===== config.mk =====
export PLATFORM = sky130hd
export DESIGN_NAME = control_pipe_unit_flat
export DESIGN_NICKNAME = d
export VERILOG_FILES = /design/src/rtl/control_pipe_unit_pkg.sv /design/src/rtl/control_pipe_unit_if.sv /design/src/rtl/control_pipe_unit_decode.sv /design/src/rtl/control_pipe_unit.sv /design/src/flat_wrapper.sv
export SDC_FILE = /design/constraint.sdc
export NUM_CORES = 1
export LEC_CHECK = 0
export ABC_AREA = 1
export CAP_MARGIN = 20
export CORE_MARGIN = 1
export CORE_UTILIZATION = 29
export DETAILED_ROUTE_END_ITERATION = 10
export PLACE_DENSITY = 0.58
export SYNTH_ARGS = -nofsm -noshare
export SYNTH_HDL_FRONTEND = slang
export SYNTH_SLANG_ARGS = --single-unit

===== constraint.sdc =====
create_clock -name Clk -period 4.6 [get_ports Clk]
set_input_delay 0.92 -clock Clk [delete_from_list [all_inputs] [get_ports Clk]]
set_output_delay 0.92 -clock Clk [all_outputs]
set_load 0.005 [all_outputs]

===== src/rtl/control_pipe_unit_pkg.sv =====
// Shared decode constants, ALU operation codes and the ID/EX control word
// for the pipelined MIPS control unit.
package control_pkg;

  localparam int ALU_W = 5;

  localparam logic [5:0] OP_SPECIAL  = 6'h00;
  localparam logic [5:0] OP_REGIMM   = 6'h01;
  localparam logic [5:0] OP_J        = 6'h02;
  localparam logic [5:0] OP_JAL      = 6'h03;
  localparam logic [5:0] OP_BEQ      = 6'h04;
  localparam logic [5:0] OP_BNE      = 6'h05;
  localparam logic [5:0] OP_BLEZ     = 6'h06;
  localparam logic [5:0] OP_BGTZ     = 6'h07;
  localparam logic [5:0] OP_ADDI     = 6'h08;
  localparam logic [5:0] OP_ADDIU    = 6'h09;
  localparam logic [5:0] OP_SLTI     = 6'h0A;
  localparam logic [5:0] OP_SLTIU    = 6'h0B;
  localparam logic [5:0] OP_ANDI     = 6'h0C;
  localparam logic [5:0] OP_ORI      = 6'h0D;
  localparam logic [5:0] OP_XORI     = 6'h0E;
  localparam logic [5:0] OP_LUI      = 6'h0F;
  localparam logic [5:0] OP_SPECIAL2 = 6'h1C;
  localparam logic [5:0] OP_SPECIAL3 = 6'h1F;
  localparam logic [5:0] OP_LB       = 6'h20;
  localparam logic [5:0] OP_LH       = 6'h21;
  localparam logic [5:0] OP_LW       = 6'h23;
  localparam logic [5:0] OP_SB       = 6'h28;
  localparam logic [5:0] OP_SH       = 6'h29;
  localparam logic [5:0] OP_SW       = 6'h2B;

  localparam logic [5:0] FN_SLL   = 6'h00;
  localparam logic [5:0] FN_SRL   = 6'h02;
  localparam logic [5:0] FN_SRA   = 6'h03;
  localparam logic [5:0] FN_SLLV  = 6'h04;
  localparam logic [5:0] FN_SRLV  = 6'h06;
  localparam logic [5:0] FN_SRAV  = 6'h07;
  localparam logic [5:0] FN_JR    = 6'h08;
  localparam logic [5:0] FN_MOVZ  = 6'h0A;
  localparam logic [5:0] FN_MOVN  = 6'h0B;
  localparam logic [5:0] FN_MFHI  = 6'h10;
  localparam logic [5:0] FN_MTHI  = 6'h11;
  localparam logic [5:0] FN_MFLO  = 6'h12;
  localparam logic [5:0] FN_MTLO  = 6'h13;
  localparam logic [5:0] FN_MULT  = 6'h18;
  localparam logic [5:0] FN_MULTU = 6'h19;
  localparam logic [5:0] FN_ADD   = 6'h20;
  localparam logic [5:0] FN_ADDU  = 6'h21;
  localparam logic [5:0] FN_SUB   = 6'h22;
  localparam logic [5:0] FN_SUBU  = 6'h23;
  localparam logic [5:0] FN_AND   = 6'h24;
  localparam logic [5:0] FN_OR    = 6'h25;
  localparam logic [5:0] FN_XOR   = 6'h26;
  localparam logic [5:0] FN_NOR   = 6'h27;
  localparam logic [5:0] FN_SLT   = 6'h2A;
  localparam logic [5:0] FN_SLTU  = 6'h2B;
  localparam logic [5:0] FN_MADD  = 6'h00;
  localparam logic [5:0] FN_MUL   = 6'h02;
  localparam logic [5:0] FN_MSUB  = 6'h04;
  localparam logic [5:0] FN_BSHFL = 6'h20;
  localparam logic [4:0] SA_SEB   = 5'h10;
  localparam logic [4:0] SA_SEH   = 5'h18;
  localparam logic [4:0] RT_BGEZ  = 5'h01;

  typedef enum logic [ALU_W-1:0] {
    ALU_ADD  = 5'd0,  ALU_SUB  = 5'd1,  ALU_AND   = 5'd2,  ALU_OR   = 5'd3,
    ALU_XOR  = 5'd4,  ALU_NOR  = 5'd5,  ALU_SLT   = 5'd6,  ALU_SLTU = 5'd7,
    ALU_SLL  = 5'd8,  ALU_SRL  = 5'd9,  ALU_SRA   = 5'd10, ALU_ROTR = 5'd11,
    ALU_SEB  = 5'd12, ALU_SEH  = 5'd13, ALU_MOVN  = 5'd14, ALU_MOVZ = 5'd15,
    ALU_MUL  = 5'd16, ALU_MULT = 5'd17, ALU_MULTU = 5'd18, ALU_MADD = 5'd19,
    ALU_MSUB = 5'd20, ALU_MTHI = 5'd21, ALU_MTLO  = 5'd22, ALU_MFHI = 5'd23,
    ALU_MFLO = 5'd24, ALU_BEQ  = 5'd25, ALU_BNE   = 5'd26, ALU_BGEZ = 5'd27,
    ALU_LUI  = 5'd28, ALU_BGTZ = 5'd29, ALU_BLEZ  = 5'd30, ALU_JUMP = 5'd31
  } alu_op_t;

  typedef enum logic {ST_IDLE = 1'b0, ST_BUSY = 1'b1} busy_state_t;

  typedef struct packed {
    logic    reg_write;
    logic    reg_dst;
    logic    mem_read;
    logic    mem_write;
    logic    mem_to_reg;
    logic    branch;
    logic    input_a_mux;
    logic    input_b_mux;
    logic    sign_extend;
    alu_op_t alu_op;
  } ctrl_word_t;

  localparam ctrl_word_t BUBBLE = '0;

  // Register-destination ALU instruction; shamt_sel routes the shift amount to input A.
  function automatic ctrl_word_t r_word(input alu_op_t op, input logic shamt_sel);
    ctrl_word_t w;
    w = BUBBLE;
    w.reg_write   = 1'b1;
    w.reg_dst     = 1'b1;
    w.mem_to_reg  = 1'b1;
    w.input_a_mux = shamt_sel;
    w.alu_op      = op;
    return w;
  endfunction

  function automatic ctrl_word_t i_word(input alu_op_t op, input logic zext);
    ctrl_word_t w;
    w = BUBBLE;
    w.reg_write   = 1'b1;
    w.mem_to_reg  = 1'b1;
    w.input_b_mux = 1'b1;
    w.sign_extend = zext;
    w.alu_op      = op;
    return w;
  endfunction

  function automatic ctrl_word_t mem_word(input logic load);
    ctrl_word_t w;
    w = BUBBLE;
    w.reg_write   = load;
    w.mem_read    = load;
    w.mem_write   = ~load;
    w.input_b_mux = 1'b1;
    w.alu_op      = ALU_ADD;
    return w;
  endfunction

  // Non-writing word: HI/LO traffic and control transfers.
  function automatic ctrl_word_t ctl_word(input alu_op_t op, input logic branch);
    ctrl_word_t w;
    w = BUBBLE;
    w.branch = branch;
    w.alu_op = op;
    return w;
  endfunction

endpackage


===== src/rtl/control_pipe_unit_if.sv =====
// ID-stage instruction inputs and ID/EX control outputs of the control unit.
interface control_pipe_unit_if #(parameter int ALUOP_W = 5);
  logic [31:0]        Instruction;
  logic               InstrValid;
  logic               BranchTaken;
  logic               RegWrite, RegDst, MemRead, MemWrite, MemToReg, Branch;
  logic               InputA_MuxSignal, InputB_MuxSignal, signExtendSignal;
  logic [ALUOP_W-1:0] ALUInstruction;
  logic               ExValid, Stall, HiLoBusy, IllegalInstr;

  modport master (
    output Instruction, InstrValid, BranchTaken,
    input  RegWrite, RegDst, MemRead, MemWrite, MemToReg, Branch,
    input  InputA_MuxSignal, InputB_MuxSignal, signExtendSignal,
    input  ALUInstruction, ExValid, Stall, HiLoBusy, IllegalInstr
  );

  modport slave (
    input  Instruction, InstrValid, BranchTaken,
    output RegWrite, RegDst, MemRead, MemWrite, MemToReg, Branch,
    output InputA_MuxSignal, InputB_MuxSignal, signExtendSignal,
    output ALUInstruction, ExValid, Stall, HiLoBusy, IllegalInstr
  );
endinterface


===== src/rtl/control_pipe_unit_decode.sv =====
// Purely combinational MIPS decoder: control word plus the hazard-relevant
// attributes (reads rt, touches HI/LO, starts a multi-cycle multiply).
module control_decode
  import control_pkg::*;
(
  input  logic [31:0] instr,
  output ctrl_word_t  word,
  output logic        illegal,
  output logic        reads_rt,
  output logic        is_hilo,
  output logic        starts_mul
);

  logic [5:0] op_s, funct_s;
  logic [4:0] rt_s, sa_s;
  logic       unused_bits_s;

  assign op_s          = instr[31:26];
  assign funct_s       = instr[5:0];
  assign rt_s          = instr[20:16];
  assign sa_s          = instr[10:6];
  assign unused_bits_s = ^{instr[25:22], instr[15:11]};

  // Opcode/funct decode; anything unmatched yields a bubble flagged illegal.
  always_comb begin
    word       = BUBBLE;
    illegal    = 1'b0;
    reads_rt   = 1'b0;
    is_hilo    = 1'b0;
    starts_mul = 1'b0;
    case (op_s)
      OP_SPECIAL: begin
        reads_rt = 1'b1;
        case (funct_s)
          FN_SLL:  word = r_word(ALU_SLL, 1'b1);
          FN_SRL:  word = r_word(instr[21] ? ALU_ROTR : ALU_SRL, 1'b1);
          FN_SRA:  word = r_word(ALU_SRA, 1'b1);
          FN_SLLV: word = r_word(ALU_SLL, 1'b0);
          FN_SRLV: word = r_word(instr[6] ? ALU_ROTR : ALU_SRL, 1'b0);
          FN_SRAV: word = r_word(ALU_SRA, 1'b0);
          FN_JR:   begin word = ctl_word(ALU_JUMP, 1'b1); reads_rt = 1'b0; end
          FN_MOVZ: word = r_word(ALU_MOVZ, 1'b0);
          FN_MOVN: word = r_word(ALU_MOVN, 1'b0);
          FN_MFHI: begin word = r_word(ALU_MFHI, 1'b0); reads_rt = 1'b0; is_hilo = 1'b1; end
          FN_MFLO: begin word = r_word(ALU_MFLO, 1'b0); reads_rt = 1'b0; is_hilo = 1'b1; end
          FN_MTHI: begin word = ctl_word(ALU_MTHI, 1'b0); reads_rt = 1'b0; is_hilo = 1'b1; end
          FN_MTLO: begin word = ctl_word(ALU_MTLO, 1'b0); reads_rt = 1'b0; is_hilo = 1'b1; end
          FN_MULT:  begin word = ctl_word(ALU_MULT, 1'b0); is_hilo = 1'b1; starts_mul = 1'b1; end
          FN_MULTU: begin word = ctl_word(ALU_MULTU, 1'b0); is_hilo = 1'b1; starts_mul = 1'b1; end
          FN_ADD, FN_ADDU: word = r_word(ALU_ADD, 1'b0);
          FN_SUB, FN_SUBU: word = r_word(ALU_SUB, 1'b0);
          FN_AND:  word = r_word(ALU_AND, 1'b0);
          FN_OR:   word = r_word(ALU_OR, 1'b0);
          FN_XOR:  word = r_word(ALU_XOR, 1'b0);
          FN_NOR:  word = r_word(ALU_NOR, 1'b0);
          FN_SLT:  word = r_word(ALU_SLT, 1'b0);
          FN_SLTU: word = r_word(ALU_SLTU, 1'b0);
          default: begin illegal = 1'b1; reads_rt = 1'b0; end
        endcase
      end
      OP_SPECIAL2: begin
        reads_rt = 1'b1;
        case (funct_s)
          FN_MADD: begin word = ctl_word(ALU_MADD, 1'b0); is_hilo = 1'b1; starts_mul = 1'b1; end
          FN_MSUB: begin word = ctl_word(ALU_MSUB, 1'b0); is_hilo = 1'b1; starts_mul = 1'b1; end
          FN_MUL:  word = r_word(ALU_MUL, 1'b0);
          default: begin illegal = 1'b1; reads_rt = 1'b0; end
        endcase
      end
      OP_SPECIAL3: begin
        if (funct_s == FN_BSHFL && sa_s == SA_SEB) begin
          word = r_word(ALU_SEB, 1'b0); reads_rt = 1'b1;
        end else if (funct_s == FN_BSHFL && sa_s == SA_SEH) begin
          word = r_word(ALU_SEH, 1'b0); reads_rt = 1'b1;
        end else begin
          illegal = 1'b1;
        end
      end
      OP_REGIMM: begin
        if (rt_s == RT_BGEZ) word = ctl_word(ALU_BGEZ, 1'b1);
        else illegal = 1'b1;
      end
      OP_J:   word = ctl_word(ALU_JUMP, 1'b1);
      OP_JAL: begin
        word = ctl_word(ALU_JUMP, 1'b1);
        word.reg_write  = 1'b1;
        word.mem_to_reg = 1'b1;
      end
      OP_BEQ:  begin word = ctl_word(ALU_BEQ, 1'b1); reads_rt = 1'b1; end
      OP_BNE:  begin word = ctl_word(ALU_BNE, 1'b1); reads_rt = 1'b1; end
      OP_BLEZ: word = ctl_word(ALU_BLEZ, 1'b1);
      OP_BGTZ: word = ctl_word(ALU_BGTZ, 1'b1);
      OP_ADDI, OP_ADDIU: word = i_word(ALU_ADD, 1'b0);
      OP_SLTI:  word = i_word(ALU_SLT, 1'b0);
      OP_SLTIU: word = i_word(ALU_SLTU, 1'b0);
      OP_ANDI:  word = i_word(ALU_AND, 1'b1);
      OP_ORI:   word = i_word(ALU_OR, 1'b1);
      OP_XORI:  word = i_word(ALU_XOR, 1'b1);
      OP_LUI:   word = i_word(ALU_LUI, 1'b0);
      OP_LB, OP_LH, OP_LW: word = mem_word(1'b1);
      OP_SB, OP_SH, OP_SW: begin word = mem_word(1'b0); reads_rt = 1'b1; end
      default: illegal = 1'b1;
    endcase
  end

endmodule


===== src/rtl/control_pipe_unit.sv =====
// Pipelined control unit: ID/EX control register, load-use and HI/LO hazard
// detection, and the HI/LO busy counter.
module control_pipe_unit #(
  parameter int ALUOP_W = 5,
  parameter int MUL_LAT = 4
) (
  input logic               Clk,
  input logic               Reset,
  control_pipe_unit_if.slave bus
);
  import control_pkg::*;

  localparam int CNT_W       = $clog2(MUL_LAT + 1);
  localparam bit MULTI_CYCLE = (MUL_LAT > 1);

  ctrl_word_t        dec_word_s, ex_word_r;
  logic              dec_illegal_s, dec_reads_rt_s, dec_is_hilo_s, dec_starts_mul_s;
  logic              ex_valid_r, illegal_r;
  logic [4:0]        ex_rt_r, id_rs_s, id_rt_s;
  busy_state_t       state_r, state_n_s;
  logic [CNT_W-1:0]  cnt_r, cnt_n_s;
  logic              busy_s, load_use_s, hilo_hazard_s, stall_s, issue_s, accept_s;

  control_decode u_decode (
    .instr      (bus.Instruction),
    .word       (dec_word_s),
    .illegal    (dec_illegal_s),
    .reads_rt   (dec_reads_rt_s),
    .is_hilo    (dec_is_hilo_s),
    .starts_mul (dec_starts_mul_s)
  );

  assign id_rs_s       = bus.Instruction[25:21];
  assign id_rt_s       = bus.Instruction[20:16];
  assign busy_s        = (cnt_r != '0);
  assign load_use_s    = ex_word_r.mem_read & ex_valid_r & (ex_rt_r != 5'd0) &
                         ((ex_rt_r == id_rs_s) | (dec_reads_rt_s & (ex_rt_r == id_rt_s)));
  assign hilo_hazard_s = busy_s & dec_is_hilo_s;
  assign stall_s       = bus.InstrValid & (load_use_s | hilo_hazard_s) & ~bus.BranchTaken;
  assign issue_s       = bus.InstrValid & ~bus.BranchTaken & ~stall_s;
  assign accept_s      = issue_s & ~dec_illegal_s;

  // ID/EX register: reset, flush, stall, empty slot and illegal all load the bubble.
  always_ff @(posedge Clk) begin
    if (Reset) begin
      ex_word_r  <= BUBBLE;
      ex_valid_r <= 1'b0;
      ex_rt_r    <= 5'd0;
      illegal_r  <= 1'b0;
    end else if (accept_s) begin
      ex_word_r  <= dec_word_s;
      ex_valid_r <= 1'b1;
      ex_rt_r    <= id_rt_s;
      illegal_r  <= 1'b0;
    end else begin
      ex_word_r  <= BUBBLE;
      ex_valid_r <= 1'b0;
      ex_rt_r    <= 5'd0;
      illegal_r  <= issue_s & dec_illegal_s;
    end
  end

  // HI/LO busy state and countdown register.
  always_ff @(posedge Clk) begin
    if (Reset) begin
      state_r <= ST_IDLE;
      cnt_r   <= '0;
    end else begin
      state_r <= state_n_s;
      cnt_r   <= cnt_n_s;
    end
  end

  // Busy next-state: a flush never cancels a multiply already latched into ID/EX.
  always_comb begin
    state_n_s = state_r;
    cnt_n_s   = cnt_r;
    case (state_r)
      ST_IDLE: begin
        if (accept_s && dec_starts_mul_s && MULTI_CYCLE) begin
          state_n_s = ST_BUSY;
          cnt_n_s   = CNT_W'(MUL_LAT - 1);
        end else begin
          cnt_n_s   = '0;
        end
      end
      ST_BUSY: begin
        cnt_n_s = cnt_r - CNT_W'(1);
        if (cnt_r == CNT_W'(1)) state_n_s = ST_IDLE;
        else state_n_s = ST_BUSY;
      end
      default: begin
        state_n_s = ST_IDLE;
        cnt_n_s   = '0;
      end
    endcase
  end

  assign bus.RegWrite         = ex_word_r.reg_write;
  assign bus.RegDst           = ex_word_r.reg_dst;
  assign bus.MemRead          = ex_word_r.mem_read;
  assign bus.MemWrite         = ex_word_r.mem_write;
  assign bus.MemToReg         = ex_word_r.mem_to_reg;
  assign bus.Branch           = ex_word_r.branch;
  assign bus.InputA_MuxSignal = ex_word_r.input_a_mux;
  assign bus.InputB_MuxSignal = ex_word_r.input_b_mux;
  assign bus.signExtendSignal = ex_word_r.sign_extend;
  assign bus.ALUInstruction   = ALUOP_W'(ex_word_r.alu_op);
  assign bus.ExValid          = ex_valid_r;
  assign bus.IllegalInstr     = illegal_r;
  assign bus.HiLoBusy         = busy_s;
  assign bus.Stall            = stall_s;

endmodule


===== src/flat_wrapper.sv =====
// flat-port wrapper written by rule: the top's interface ports become plain ports
module control_pipe_unit_flat import control_pkg::*;
#(
  parameter int ALUOP_W = 5,
  parameter int MUL_LAT = 4
)
  (Clk, Reset, bus_Instruction, bus_InstrValid, bus_BranchTaken, bus_RegWrite, bus_RegDst, bus_MemRead, bus_MemWrite, bus_MemToReg, bus_Branch, bus_InputA_MuxSignal, bus_InputB_MuxSignal, bus_signExtendSignal, bus_ALUInstruction, bus_ExValid, bus_Stall, bus_HiLoBusy, bus_IllegalInstr);
  control_pipe_unit_if #(.ALUOP_W(ALUOP_W)) bus_i ();
  input logic Clk;
  input logic Reset;
  input wire logic [$bits(bus_i.Instruction)-1:0] bus_Instruction;
  input wire logic [$bits(bus_i.InstrValid)-1:0] bus_InstrValid;
  input wire logic [$bits(bus_i.BranchTaken)-1:0] bus_BranchTaken;
  output wire logic [$bits(bus_i.RegWrite)-1:0] bus_RegWrite;
  output wire logic [$bits(bus_i.RegDst)-1:0] bus_RegDst;
  output wire logic [$bits(bus_i.MemRead)-1:0] bus_MemRead;
  output wire logic [$bits(bus_i.MemWrite)-1:0] bus_MemWrite;
  output wire logic [$bits(bus_i.MemToReg)-1:0] bus_MemToReg;
  output wire logic [$bits(bus_i.Branch)-1:0] bus_Branch;
  output wire logic [$bits(bus_i.InputA_MuxSignal)-1:0] bus_InputA_MuxSignal;
  output wire logic [$bits(bus_i.InputB_MuxSignal)-1:0] bus_InputB_MuxSignal;
  output wire logic [$bits(bus_i.signExtendSignal)-1:0] bus_signExtendSignal;
  output wire logic [$bits(bus_i.ALUInstruction)-1:0] bus_ALUInstruction;
  output wire logic [$bits(bus_i.ExValid)-1:0] bus_ExValid;
  output wire logic [$bits(bus_i.Stall)-1:0] bus_Stall;
  output wire logic [$bits(bus_i.HiLoBusy)-1:0] bus_HiLoBusy;
  output wire logic [$bits(bus_i.IllegalInstr)-1:0] bus_IllegalInstr;
  assign bus_i.Instruction = bus_Instruction;
  assign bus_i.InstrValid = bus_InstrValid;
  assign bus_i.BranchTaken = bus_BranchTaken;
  assign bus_RegWrite = bus_i.RegWrite;
  assign bus_RegDst = bus_i.RegDst;
  assign bus_MemRead = bus_i.MemRead;
  assign bus_MemWrite = bus_i.MemWrite;
  assign bus_MemToReg = bus_i.MemToReg;
  assign bus_Branch = bus_i.Branch;
  assign bus_InputA_MuxSignal = bus_i.InputA_MuxSignal;
  assign bus_InputB_MuxSignal = bus_i.InputB_MuxSignal;
  assign bus_signExtendSignal = bus_i.signExtendSignal;
  assign bus_ALUInstruction = bus_i.ALUInstruction;
  assign bus_ExValid = bus_i.ExValid;
  assign bus_Stall = bus_i.Stall;
  assign bus_HiLoBusy = bus_i.HiLoBusy;
  assign bus_IllegalInstr = bus_i.IllegalInstr;
  control_pipe_unit #(.ALUOP_W(ALUOP_W), .MUL_LAT(MUL_LAT)) u_core (.Clk(Clk), .Reset(Reset), .bus(bus_i));
endmodule

==> out/qor.txt <==
Die H: 83.1 µm
Syn_area_per_cell: 6.51 µm²
Post-route insts no fill: 422
Final layout net count: 385
Critical path, cell by cell: clkdlybuf4s50_1 > nor2_4 > nand3_2 > nand2_2 > nand4_1 > nand2_1 > nand2_1 > nand2_1 > nand2_1 > nand2_1 > nand2_1 > a21oi_1 > clkdlybuf4s50_1
Post-Syn Area: 0.00191 mm²
Num CTS Buffers: 3
DRC viols: 0
Worst path bufs/invs: 2
Global-route wire length before repair: 8830 µm
CTS Hold Bufs: 0
Post-synthesis register bit count: 25
Setup CP Type: input pin to primary output
Max transition margin: 65.7%
Max-cap violations: 0
Port bufs: 48
Reg clk slew, reported paths: 0.09 ns
Post-DP HPWL: 4270 µm
Worst hold path type: register to register
Final Hold Fails: 0
Critical path's most frequent cell: nand2_1
Initial antenna violation count: 0
Clock sinks: 25
Skew-Pair Late Insertion Delay: 0.27 ns
CP top delay family: simple AND/OR/NAND/NOR gates
Core footprint: 0.00635 mm²
ANT nets after route: 0
Final Hold Slack: 0.500 ns
Placer Congestion: 0.890
Pre-CTS setup slack: 0.273 ns
Outcome: finished clean
Yosys warning total: 0
Die Area: 0.00690 mm²
Root Driver: clkbuf_8
LEAKAGE: 0.00109 µW
Post-cts sizing count: 0
Slowest-stage cell, CP: clkdlybuf4s50_1
Period utilization: 94.0%
Clock tree buffer depth: 2
Worst Setup Start Kind: input pin
Row Count: 29
Setup WS post-layout: 0.274 ns
Largest net degree at the start of global routing: 24
RSZ-0062 raised after global routing: false
GRT Residual Overflow: 0
Initial Util: 30.0%
Total GRT Usage: 15.4%
Sequential fraction of the synthesis area: 26.2%
Tot Pwr: 457 µW
CTS tree: yes
Dpl cells: 418
Post-synth cell types: 35
Ports: 54
CTS H-tree lvls: 1
Iter 0 DRT Violations: 119
Routed vias/inst: 4.96
Setup violators final: 0
Worst VDD drop: 0.0926 mV
Final worst path period need: 4.33 ns
Fmax: 231 MHz
Router iterations before antenna repair: 4
Drt total wl: 5290 µm
Slew Limit Fails: 0
# Post-CTS Setup Buffers: 0
Worst EP arrival: 3.41 ns
Largest stage delay on the critical path: 0.59 ns
Post-Synthesis Cells: 293
Vias in the first global route: 1,976
Layout Area Growth over Synthesis: 32.5%
Layout cells sized above 1: 13.9%
Pwr/cell area: 181 mW/mm²
Slew @ Worst Pin: 0.514 ns
N_diodes: 0
TNS Setup: 0 ns
Syn_nets: 332
Crit path max fanout: 8
Die X: 83.1 µm
Worst Skew: 0.00474 ns
WL/cell: 12.5 µm
Worst setup EP type: primary output
Critical path data required time: 3.68 ns
Vias: 2,092
routing by layer:
metal / vias to the layer above / track usage [%] / share of wire (%)
met3: 6 / 2.49 / 4.8
met4: 0 / 2.82 / 0.85
met2: 68 / 26.4 / 46
li1: 1069 / - / -
met1: 949 / 20.5 / 48
met5: - / 0 / 0
cell type report:
cell class                 instances  area, µm²
timing repair buffer              52        510
inverter                          48        180
multi-input combinational        216       1190
clock buffer                       3       41.3
fill                             647       3820
clock inverter                     1       7.51
sequential                        25        500
tap                               77       96.3
cell families (layout without fill, tap and decap cells):
| group | Yosys count | count (layout) | share of synthesized area, % |
|---|---|---|---|
| AND/OR/NAND/NOR | 171 | 171 | 45.5 |
| XOR/XNOR | 6 | 6 | 2.76 |
| AO/OA/AOI/OAI | 36 | 36 | 12.2 |
| flip-flops | 25 | 25 | 26.2 |
| adder cells (fa/ha/maj) | 3 | 3 | 1.97 |
| buffers and inverters | 52 | 104 | 11.3 |
power breakdown:
| group | total (µW) | internal (µW) | switching, µW |
|---|---|---|---|
| Sequential | 219 | 218 | 0.912 |
| Clock | 134 | 61.4 | 72.2 |
| Combinational | 105 | 46.0 | 58.8 |
| Total | 457 | 325 | 132 |
path summary, 6_finish.rpt:
check / slack, ns / end / cells after the start / startpoint
worst max-delay path: 0.27 / bus_Stall / 13 / bus_Instruction[2]
worst min-delay path: 0.50 / u_core.cnt_r[2] / 1 / u_core.cnt_r[2]
worst max register to register: 2.84 / u_core.state_r / 8 / u_core.ex_rt_r[0]
worst min register to register: 0.50 / u_core.cnt_r[2] / 1 / u_core.cnt_r[2]
cell usage in the layout, fill, tap and decap left out, drive strengths merged, types with 2 or more instances in the layout:
cell type / count
nor2: 62
clkdlybuf4s50: 48
inv: 48
nand2: 45
nand3: 35
dfxtp: 25
nor3: 13
a21oi: 13
nand4: 8
o21ai: 8
nor4: 6
buf: 4
xor2: 3
xnor2: 3
a31oi: 3
o21bai: 3
o211ai: 3
ha: 3
clkbuf: 3
a211oi: 2
cell usage after synthesis (all sizes together):
cell / number / share of area (%)
nand2: 45 / 9.1
nor4: 6 / 2.0
o21a: 1 / 0.39
buf: 4 / 1.8
ha: 3 / 2.0
o32ai: 1 / 0.46
o311ai: 1 / 0.46
nor2: 62 / 17
o21ai: 8 / 2.1
nor3b: 1 / 0.39
nand4: 8 / 3.4
o211ai: 3 / 1.2
a31oi: 3 / 0.98
a211oi: 2 / 0.79
inv: 48 / 9.4
a21oi: 13 / 4.2
dfxtp: 25 / 26
xnor2: 3 / 1.4
or2: 1 / 0.33
a221oi: 1 / 0.46
nor3: 13 / 3.7
o21bai: 3 / 1.2
xor2: 3 / 1.4
nand3: 35 / 10
per-stage QoR:
stage | utilization (%) | area [µm²]
floorplan | - | 1910
global placement | 39.0 | 2480
detailed placement | 39.0 | 2480
CTS | 39.8 | 2530
global route | 39.8 | 2530
finish | 39.8 | 2530
No activity file was read; power rests on OpenSTA's default activity.
